**src/rtl/inst_fetch_decode.sv**
```systemverilog
// Fetch/decode controller: steps pc through a synchronous ROM and decodes
// MIPS R-type words into register-file addresses, write enable and ALU_OP.
module inst_fetch_decode #(
    parameter int AW = 6
) (
    input  logic          clk,
    input  logic          rst,
    input  logic          run,
    input  logic          step,
    output logic [AW-1:0] inst_addr,
    input  logic [31:0]   inst_data,
    output logic [4:0]    R_Addr_A,
    output logic [4:0]    R_Addr_B,
    output logic [4:0]    W_Addr,
    output logic          Write_Reg,
    output logic [2:0]    ALU_OP,
    output logic [AW-1:0] pc,
    output logic          illegal,
    output logic          halted
);

    typedef enum logic [2:0] {
        IDLE, FETCH, DECODE, EXEC, WB, HALT
    } state_t;

    state_t        state_q, state_d;
    logic [AW-1:0] pc_q, pc_d;
    logic [AW-1:0] addr_q, addr_d;
    logic [4:0]    ra_q, ra_d;
    logic [4:0]    rb_q, rb_d;
    logic [4:0]    wa_q, wa_d;
    logic [2:0]    op_q, op_d;
    logic          we_ok_q, we_ok_d;
    logic          wr_q, wr_d;
    logic          ill_q, ill_d;
    logic          halt_q, halt_d;
    logic          step_q, step_d;

    logic          step_edge;
    logic          dec_ok;
    logic [2:0]    dec_op;

    always_comb begin
        dec_ok = 1'b0;
        dec_op = 3'b000;
        if (inst_data[31:26] == 6'd0) begin
            dec_ok = 1'b1;
            case (inst_data[5:0])
                6'h24:   dec_op = 3'b000;
                6'h25:   dec_op = 3'b001;
                6'h26:   dec_op = 3'b010;
                6'h27:   dec_op = 3'b011;
                6'h20:   dec_op = 3'b100;
                6'h22:   dec_op = 3'b101;
                6'h2A:   dec_op = 3'b110;
                6'h00:   dec_op = 3'b111;
                default: dec_ok = 1'b0;
            endcase
        end
    end

    always_comb begin
        state_d   = state_q;
        pc_d      = pc_q;
        addr_d    = addr_q;
        ra_d      = ra_q;
        rb_d      = rb_q;
        wa_d      = wa_q;
        op_d      = op_q;
        we_ok_d   = we_ok_q;
        wr_d      = 1'b0;
        ill_d     = ill_q;
        halt_d    = halt_q;
        step_d    = step;
        step_edge = step & ~step_q;
        case (state_q)
            IDLE: begin
                if (run || step_edge) state_d = FETCH;
            end
            FETCH: state_d = DECODE;
            DECODE: begin
                if (inst_data == 32'hFFFF_FFFF) begin
                    state_d = HALT;
                    halt_d  = 1'b1;
                end else begin
                    state_d = EXEC;
                    ra_d    = inst_data[25:21];
                    rb_d    = inst_data[20:16];
                    wa_d    = inst_data[15:11];
                    op_d    = dec_ok ? dec_op : 3'b000;
                    ill_d   = ~dec_ok;
                    we_ok_d = dec_ok && (inst_data[15:11] != 5'd0);
                end
            end
            EXEC: begin
                state_d = WB;
                wr_d    = we_ok_q;
            end
            WB: begin
                pc_d    = pc_q + AW'(1);
                addr_d  = pc_q + AW'(1);
                state_d = run ? FETCH : IDLE;
            end
            HALT: state_d = HALT;
            default: state_d = IDLE;
        endcase
    end

    always_ff @(posedge clk) begin
        if (rst) begin
            state_q <= IDLE;
            pc_q    <= '0;
            addr_q  <= '0;
            ra_q    <= '0;
            rb_q    <= '0;
            wa_q    <= '0;
            op_q    <= '0;
            we_ok_q <= 1'b0;
            wr_q    <= 1'b0;
            ill_q   <= 1'b0;
            halt_q  <= 1'b0;
            step_q  <= 1'b0;
        end else begin
            state_q <= state_d;
            pc_q    <= pc_d;
            addr_q  <= addr_d;
            ra_q    <= ra_d;
            rb_q    <= rb_d;
            wa_q    <= wa_d;
            op_q    <= op_d;
            we_ok_q <= we_ok_d;
            wr_q    <= wr_d;
            ill_q   <= ill_d;
            halt_q  <= halt_d;
            step_q  <= step_d;
        end
    end

    assign inst_addr = addr_q;
    assign pc        = pc_q;
    assign R_Addr_A  = ra_q;
    assign R_Addr_B  = rb_q;
    assign W_Addr    = wa_q;
    assign ALU_OP    = op_q;
    assign Write_Reg = wr_q;
    assign illegal   = ill_q;
    assign halted    = halt_q;

endmodule
```
**config.mk**
```make
export PLATFORM = sky130hd
export DESIGN_NAME = inst_fetch_decode
export DESIGN_NICKNAME = d
export VERILOG_FILES = /design/src/rtl/inst_fetch_decode.sv
export SDC_FILE = /design/constraint.sdc
export NUM_CORES = 1
export LEC_CHECK = 0
export CAP_MARGIN = 25
export CORE_AREA = 4 4 67 69
export CTS_BUF_LIST = sky130_fd_sc_hd__clkbuf_4 sky130_fd_sc_hd__clkbuf_8
export DETAILED_ROUTE_END_ITERATION = 8
export DIE_AREA = 0 0 71 73
export PLACE_DENSITY = 0.9
export SLEW_MARGIN = 20
export SYNTH_ARGS = -nofsm -noshare
export SYNTH_HDL_FRONTEND = slang
export SYNTH_SLANG_ARGS = --single-unit
```
**constraint.sdc**
```tcl
create_clock -name clk -period 1.54 [get_ports clk]
set_input_delay 0.231 -clock clk [delete_from_list [all_inputs] [get_ports clk]]
set_output_delay 0.231 -clock clk [all_outputs]
set_load 0.01 [all_outputs]
```
After elaboration in Yosys (flattened, before gate mapping):

Index checks and enable logic that the tools add are counted.

* flip-flop bits (word level): 32
* input port bits: 36
* output and inout bits: 33
* logic and storage cells: 50

* add/sub/neg operators: 1
* equal/unequal tests: 14
* mux-type cells: 9
* bitwise gates (word level): 5
* reductions and logical operators: 10

Operators by type and width (number)
* equality test 6 bit, second input constant: 7
* equality test 32 bit, second input constant: 1
* case mux 3 bit (7 select lines): 1
* case mux 3 bit (6 select lines): 1
* zero test 6 bit: 2
* two-way mux 3 bit: 4
* OR reduction 8 bit: 1
* adder 6 x 1 -> 6 bit, second input constant: 1
* equality test 3 x 2 -> 1 bit, second input constant: 2
* equality test 3 bit, second input constant: 2
* nonzero test 5 bit: 1
* inverter 1 bit: 4
* AND reduction 2 bit: 2
* equality test 3 x 1 -> 1 bit, second input constant: 1
* zero test 3 bit: 1
* two-way mux 1 bit: 3
* != test 2 bit, second input constant: 1
* OR reduction 2 bit: 1
* AND 1 bit: 1
* logical AND 1 bit: 1
* logical OR 1 bit: 1

Depth between registers and ports, before layout:

Gate-level depths: netlist of the first run.

* word-level depth: 5
* depth in mapped cells: 6
* mapped depth without buffers: 4

Worst setup path before layout of the first run:

No wires, ideal clock.

* kind: input port to flip-flop
* start: input inst_data[2]
* end: register ill_q (netlist: illegal)
* library setup time: 0.121 ns
* arrival: 1.300 ns
* data required time: 1.419 ns
* setup slack: 0.119 ns
* stages on the path: 6
* path buffers: 2
* cell sequence: buf_2 > nand4_1 > nor4_4 > a21boi_2 > buf_6 > mux2_4

* longest elaborated chain between the ends: 5
* elaborated cells between the ends (all ways): 15
* those cells by class: 8 x eq/ne; 2 x mux; 2 x bitwise; 3 x reduce/logical

RTL lines
* start: declaration: line 11 `input logic [31:0] inst_data,`
* equality test 6 bit / zero test 6 bit (equally long branches): line 48 `case (inst_data[5:0])`
* OR reduction 8 bit (no line)
* two-way mux 1 bit: line 48
* two-way mux 1 bit: line 46 `if (inst_data[31:26] == 6'd0) begin`
* inverter 1 bit: line 91 `ill_d = ~dec_ok;`
* end signal: assignment: line 133 `ill_q <= ill_d;`
* end: declaration: line 35 `logic ill_q, ill_d;`

Several ways; a longest one is shown, not always the timed one.
A chain may end at the register's enable or synchronous reset.

Final worst setup path of the first run:

* start: input inst_data[4]
* end: register we_ok_q

* longest elaborated chain between the ends: 5
* elaborated cells between the ends (all ways): 15
* those cells by class: 8 x eq/ne; 2 x mux; 1 x bitwise; 4 x reduce/logical

RTL lines
* equality test 6 bit / zero test 6 bit (equally long branches): line 48
* OR reduction 8 bit (no line)
* two-way mux 1 bit: line 48
* two-way mux 1 bit: line 46
* logical AND 1 bit: line 92 `we_ok_d = dec_ok && (inst_data[15:11] != 5'd0);`
* end signal: assignment: line 131 `we_ok_q <= we_ok_d;`
* end: declaration: line 33 `logic we_ok_q, we_ok_d;`

Several ways; a longest one is shown, not always the timed one.

==> results of run 1 <==
==> synthesized netlist by cell type, types with 2 or more instances <==
library cell               count  share of area
sky130_fd_sc_hd__a21oi_1       5          0.015
sky130_fd_sc_hd__buf_2         2         0.0061
sky130_fd_sc_hd__buf_4         6          0.027
sky130_fd_sc_hd__clkbuf_1      5          0.011
sky130_fd_sc_hd__dfxtp_1      32           0.39
sky130_fd_sc_hd__inv_1         2         0.0046
sky130_fd_sc_hd__mux2i_1      20           0.12
sky130_fd_sc_hd__nand2_1       4         0.0091
sky130_fd_sc_hd__nand2b_1     37           0.14
sky130_fd_sc_hd__nand4_1       9          0.034
sky130_fd_sc_hd__nor2_1       15          0.034
sky130_fd_sc_hd__nor2b_1       2         0.0076
sky130_fd_sc_hd__nor4_1        3          0.011
sky130_fd_sc_hd__o211ai_1      2         0.0091
sky130_fd_sc_hd__or4_1         2         0.0091
sky130_fd_sc_hd__xor2_1        4          0.021
==> cells by family after synthesis <==
| kind of cell | after synthesis |
|---|---|
| AOI/OAI and AO/OA | 16 |
| xor gates and xnor gates | 5 |
| buffers and inverters | 16 |
| and+or+nand+nor | 85 |
| DFF | 32 |
| muxes | 21 |
| adders and majority gates | 1 |
==> layout by cell type, fill, tap and decap left out, types with 2 or more instances in the layout <==
| master | synthesis | routed |
|---|---|---|
| sky130_fd_sc_hd__buf_4 | 6 | 29 |
| sky130_fd_sc_hd__dlygate4sd2_1 | 0 | 5 |
| sky130_fd_sc_hd__clkbuf_8 | 0 | 5 |
| sky130_fd_sc_hd__nor4_2 | 1 | 2 |
| sky130_fd_sc_hd__o211ai_1 | 2 | 2 |
| sky130_fd_sc_hd__mux2i_1 | 20 | 20 |
| sky130_fd_sc_hd__clkdlybuf4s50_1 | 0 | 52 |
| sky130_fd_sc_hd__dlymetal6s2s_1 | 0 | 11 |
| sky130_fd_sc_hd__nor2b_1 | 2 | 2 |
| sky130_fd_sc_hd__nand2b_1 | 37 | 37 |
| sky130_fd_sc_hd__inv_1 | 2 | 2 |
| sky130_fd_sc_hd__xor2_1 | 4 | 4 |
| sky130_fd_sc_hd__nand4_1 | 9 | 9 |
| sky130_fd_sc_hd__dfxtp_1 | 32 | 29 |
| sky130_fd_sc_hd__nand2_1 | 4 | 4 |
| sky130_fd_sc_hd__dfxtp_2 | 0 | 3 |
| sky130_fd_sc_hd__nor4_4 | 1 | 2 |
| sky130_fd_sc_hd__a21oi_1 | 5 | 5 |
| sky130_fd_sc_hd__nor2_1 | 15 | 15 |
==> state kept, by name (all words and copies together), names as in the netlist <==
name / count
R_Addr_B: 5
halted: 1
we_ok_q: 1
W_Addr: 5
Write_Reg: 1
inst_addr: 6
ALU_OP: 3
state_q: 3
step_q: 1
R_Addr_A: 5
illegal: 1
==> worst min path at each step <==
stage | start | to | slack (ns)
6_report | inst_data[16] | R_Addr_B[0] | 0.26
5_1_grt | inst_data[16] | R_Addr_B[0] | 0.27
4_1_cts | W_Addr[3] | W_Addr[3] | 0.48
3_5_place_dp | R_Addr_A[4] | R_Addr_A[4] | 0.46
3_3_place_gp | halted | halted | 0.46
2_1_floorplan | step | step_q | 0.36
==> stage by stage <==
stage | util | cell area [µm²] | hold WS (ns) | total power (W) | setup TNS, ns
2_1_floorplan | - | 1650 | 0.359 | 0.00107 | 0
3_3_place_gp | 0.648 | 2540 | 0.456 | 0.00131 | -6.43
3_5_place_dp | 0.648 | 2540 | 0.462 | 0.00132 | -7.28
4_1_cts | 0.683 | 2670 | 0.478 | 0.00214 | 0
5_1_grt | 0.704 | 2760 | 0.271 | 0.00222 | 0
6_report | 0.704 | 2760 | 0.257 | 0.00212 | 0
==> where the power goes <==
part           switching, W  leakage [nW]  internal [W]
Clock              0.000309        0.0586      0.000497
Sequential        0.0000224         0.261      0.000864
Combinational      0.000174         0.820      0.000259
==> worst min-delay path, stage by stage <==
cell                             delay (ns)
sky130_fd_sc_hd__dlymetal6s2s_1        0.14
sky130_fd_sc_hd__nand2b_1              0.07
sky130_fd_sc_hd__mux2i_1               0.06
==> layout make-up <==
type	instances	share of cell area
Multi-Input combinational cell	128	0.355
Timing Repair Buffer	99	0.345
Sequential cell	32	0.234
Clock buffer	6	0.0277
Tap cell	50	0.0227
Clock inverter	2	0.0127
Inverter	2	0.00272
==> metal layers <==
| metal | track usage | routed length [µm] |
|---|---|---|
| met1 | 0.201 | 1900 |
| met2 | 0.321 | 2320 |
| met3 | 0.0523 | 290 |
| met4 | 0.0626 | 79 |
| met5 | 0 | 0 |
==> what timing repair did <==
item,in CTS,in global routing
setup endpoints to repair,19,26
pin swaps,6,7
buffers inserted,0,2
hold buffers,0,0
gates cloned,0,0
gates resized for setup,10,19
==> impl_metrics.sql, run 1 <==
INSERT INTO impl_metrics (metric_group, metric, value, unit) VALUES
('timing', 'maxSlewHeadroom', '0.710', ''),
('cells_and_area', 'p_r_area_growth_vs_syn', '67.1', '%'),
('synthesis', 'post_synth_instance_area', '1650', 'µm²'),
('setup_path', 'timing.critical_path.cells', 'clkdlybuf4s50_1, nand4_1, nor4_4, a21boi_4, buf_12, mux2i_1', ''),
('synthesis', 'synth_top_family_by_area', 'simple AND/OR/NAND/NOR gates', ''),
('power', 'leakagePower', '1.14', 'nW'),
('synthesis', 'synth-seq-area-share', '0.388', ''),
('setup_path', 'crit_start', 'inst_data[4]', ''),
('cells_and_area', 'layout.nets', '305', ''),
('cells_and_area', 'instances_no_fill', '319', ''),
('timing', 'timing.fmax', '655', 'MHz'),
('synthesis', 'synth_adder_area_share', '0.00759', ''),
('clock_tree', 'clk_transition_reported_paths', '0.07', 'ns'),
('clock_tree', 'max-clock-path-buffers', '2', ''),
('drt', 'via_per_inst', '5.08', ''),
('timing', 'hold_viol_final', '0', ''),
('place', 'buffer_ports.inserted', '68', ''),
('power', 'pwr_density_cell', '771', 'nW/µm²'),
('global_routing', 'grt_first_pass_wirelength', '7270', 'µm'),
('drt', 'route.detailed.drc', '0', ''),
('worst_hold_path', 'holdCritPathClass', 'input port to flop', ''),
('global_routing', 'initial_antenna_violation_count', '0', ''),
('synthesis', 'ys.warnings.count', '0', ''),
('cells_and_area', 'multi_input_area', '978', 'µm²'),
('place', 'pre_cts_ws', '-0.421', 'ns'),
('floorplan', 'floorplan.rows', '23', ''),
('drt', 'num_vias', '1620', ''),
('setup_path', 'ff2ff_path_depth', '5', ''),
('setup_path', 'setup.worst_path.start_class', 'input port', ''),
('place', 'hpwlAfterDp', '3400', 'µm'),
('timing', 'final_skew', '0.00426', 'ns'),
('place', 'placedCellCount', '309', ''),
('status', 'status', 'finished clean', ''),
('setup_path', 'timing.rr.start', 'state_q[2]', ''),
('clock_tree', 'clock_sink_count', '32', ''),
('drt', 'post_drt_wl_per_cell', '14.4', 'µm'),
('timing', 'finalSetupViolCount', '0', ''),
('setup_path', 'delay_of_the_slowest_critical_path_stage', '0.47', 'ns'),
('synthesis', 'yosys.area_share.simple', '0.322', ''),
('floorplan', 'placeableCoreArea', '3910', 'µm²'),
('synthesis', 'synth-edff-count', '0', ''),
('setup_path', 'timing.critical_path.fanout_max', '12', ''),
('timing', 'tightest_slew', '0.433', 'ns'),
('clock_tree', 'cts_tree', 'yes', ''),
('clock_tree', 'cts_buffers', '5', ''),
('cells_and_area', 'fill_cells', '315', ''),
('place', 'gp_congestion', '0.774', ''),
('cells_and_area', 'area_used_by_sequential_logic_in_the_layout', '644', 'µm²'),
('floorplan', 'fp.dieH', '73', 'µm'),
('power', 'worst_ir_drop_vdd', '377', 'µV'),
('setup_path', 'type_of_destination_of_the_critical_path', 'flop', ''),
('global_routing', 'grt_util_all_layers', '0.178', ''),
('setup_path', 'setup_slack_reg_to_reg', '0.14', 'ns'),
('setup_path', 'critical_path.top_delay_family', 'buffers and inverters', ''),
('setup_path', 'r2r-end', 'we_ok_q', ''),
('timing', 'final.period_utilization', '0.992', ''),
('cells_and_area', 'drive_gt1_frac', '0.204', ''),
('floorplan', 'top_level_ports', '69', ''),
('timing', 'setup_ws', '0.0127', 'ns'),
('global_routing', 'number_of_global_route_vias_before_repair', '1574', ''),
('synthesis', 'post_synth_mux_area_share', '0.131', ''),
('timing', 'post-route-min-period', '1.53', 'ns'),
('synthesis', 'synthFlopType', 'sky130_fd_sc_hd__dfxtp_1', ''),
('setup_path', 'required', '1.70', 'ns'),
('setup_path', 'end_point_of_the_critical_path', 'we_ok_q', ''),
('drt', 'dr.pass1.iters', '4', ''),
('synthesis', 'yosys.area_share.xor_xnor', '0.0266', ''),
('floorplan', 'die_x_extent', '71', 'µm'),
('synthesis', 'mappedNetlistNets', '213', ''),
('drt', 'detail_route.iter0.violations', '118', ''),
('timing', 'rsz_0062_raised_after_global_routing', 'false', '');
Note: power is estimated with default switching activity, not from simulation.
==> run 2: changes to the inputs <==
--- a/config.mk
+++ b/config.mk
@@ -8,8 +8,10 @@
 export CAP_MARGIN = 25
 export CORE_AREA = 4 4 67 69
 export CTS_BUF_LIST = sky130_fd_sc_hd__clkbuf_4 sky130_fd_sc_hd__clkbuf_8
+export CTS_CLUSTER_SIZE = 14
 export DETAILED_ROUTE_END_ITERATION = 8
 export DIE_AREA = 0 0 71 73
+export HOLD_SLACK_MARGIN = 0.15
 export PLACE_DENSITY = 0.9
 export SLEW_MARGIN = 20
 export SYNTH_ARGS = -nofsm -noshare
==> results of run 2 <==
The final DEF is identical to that of run 1; final timing and power are the same.
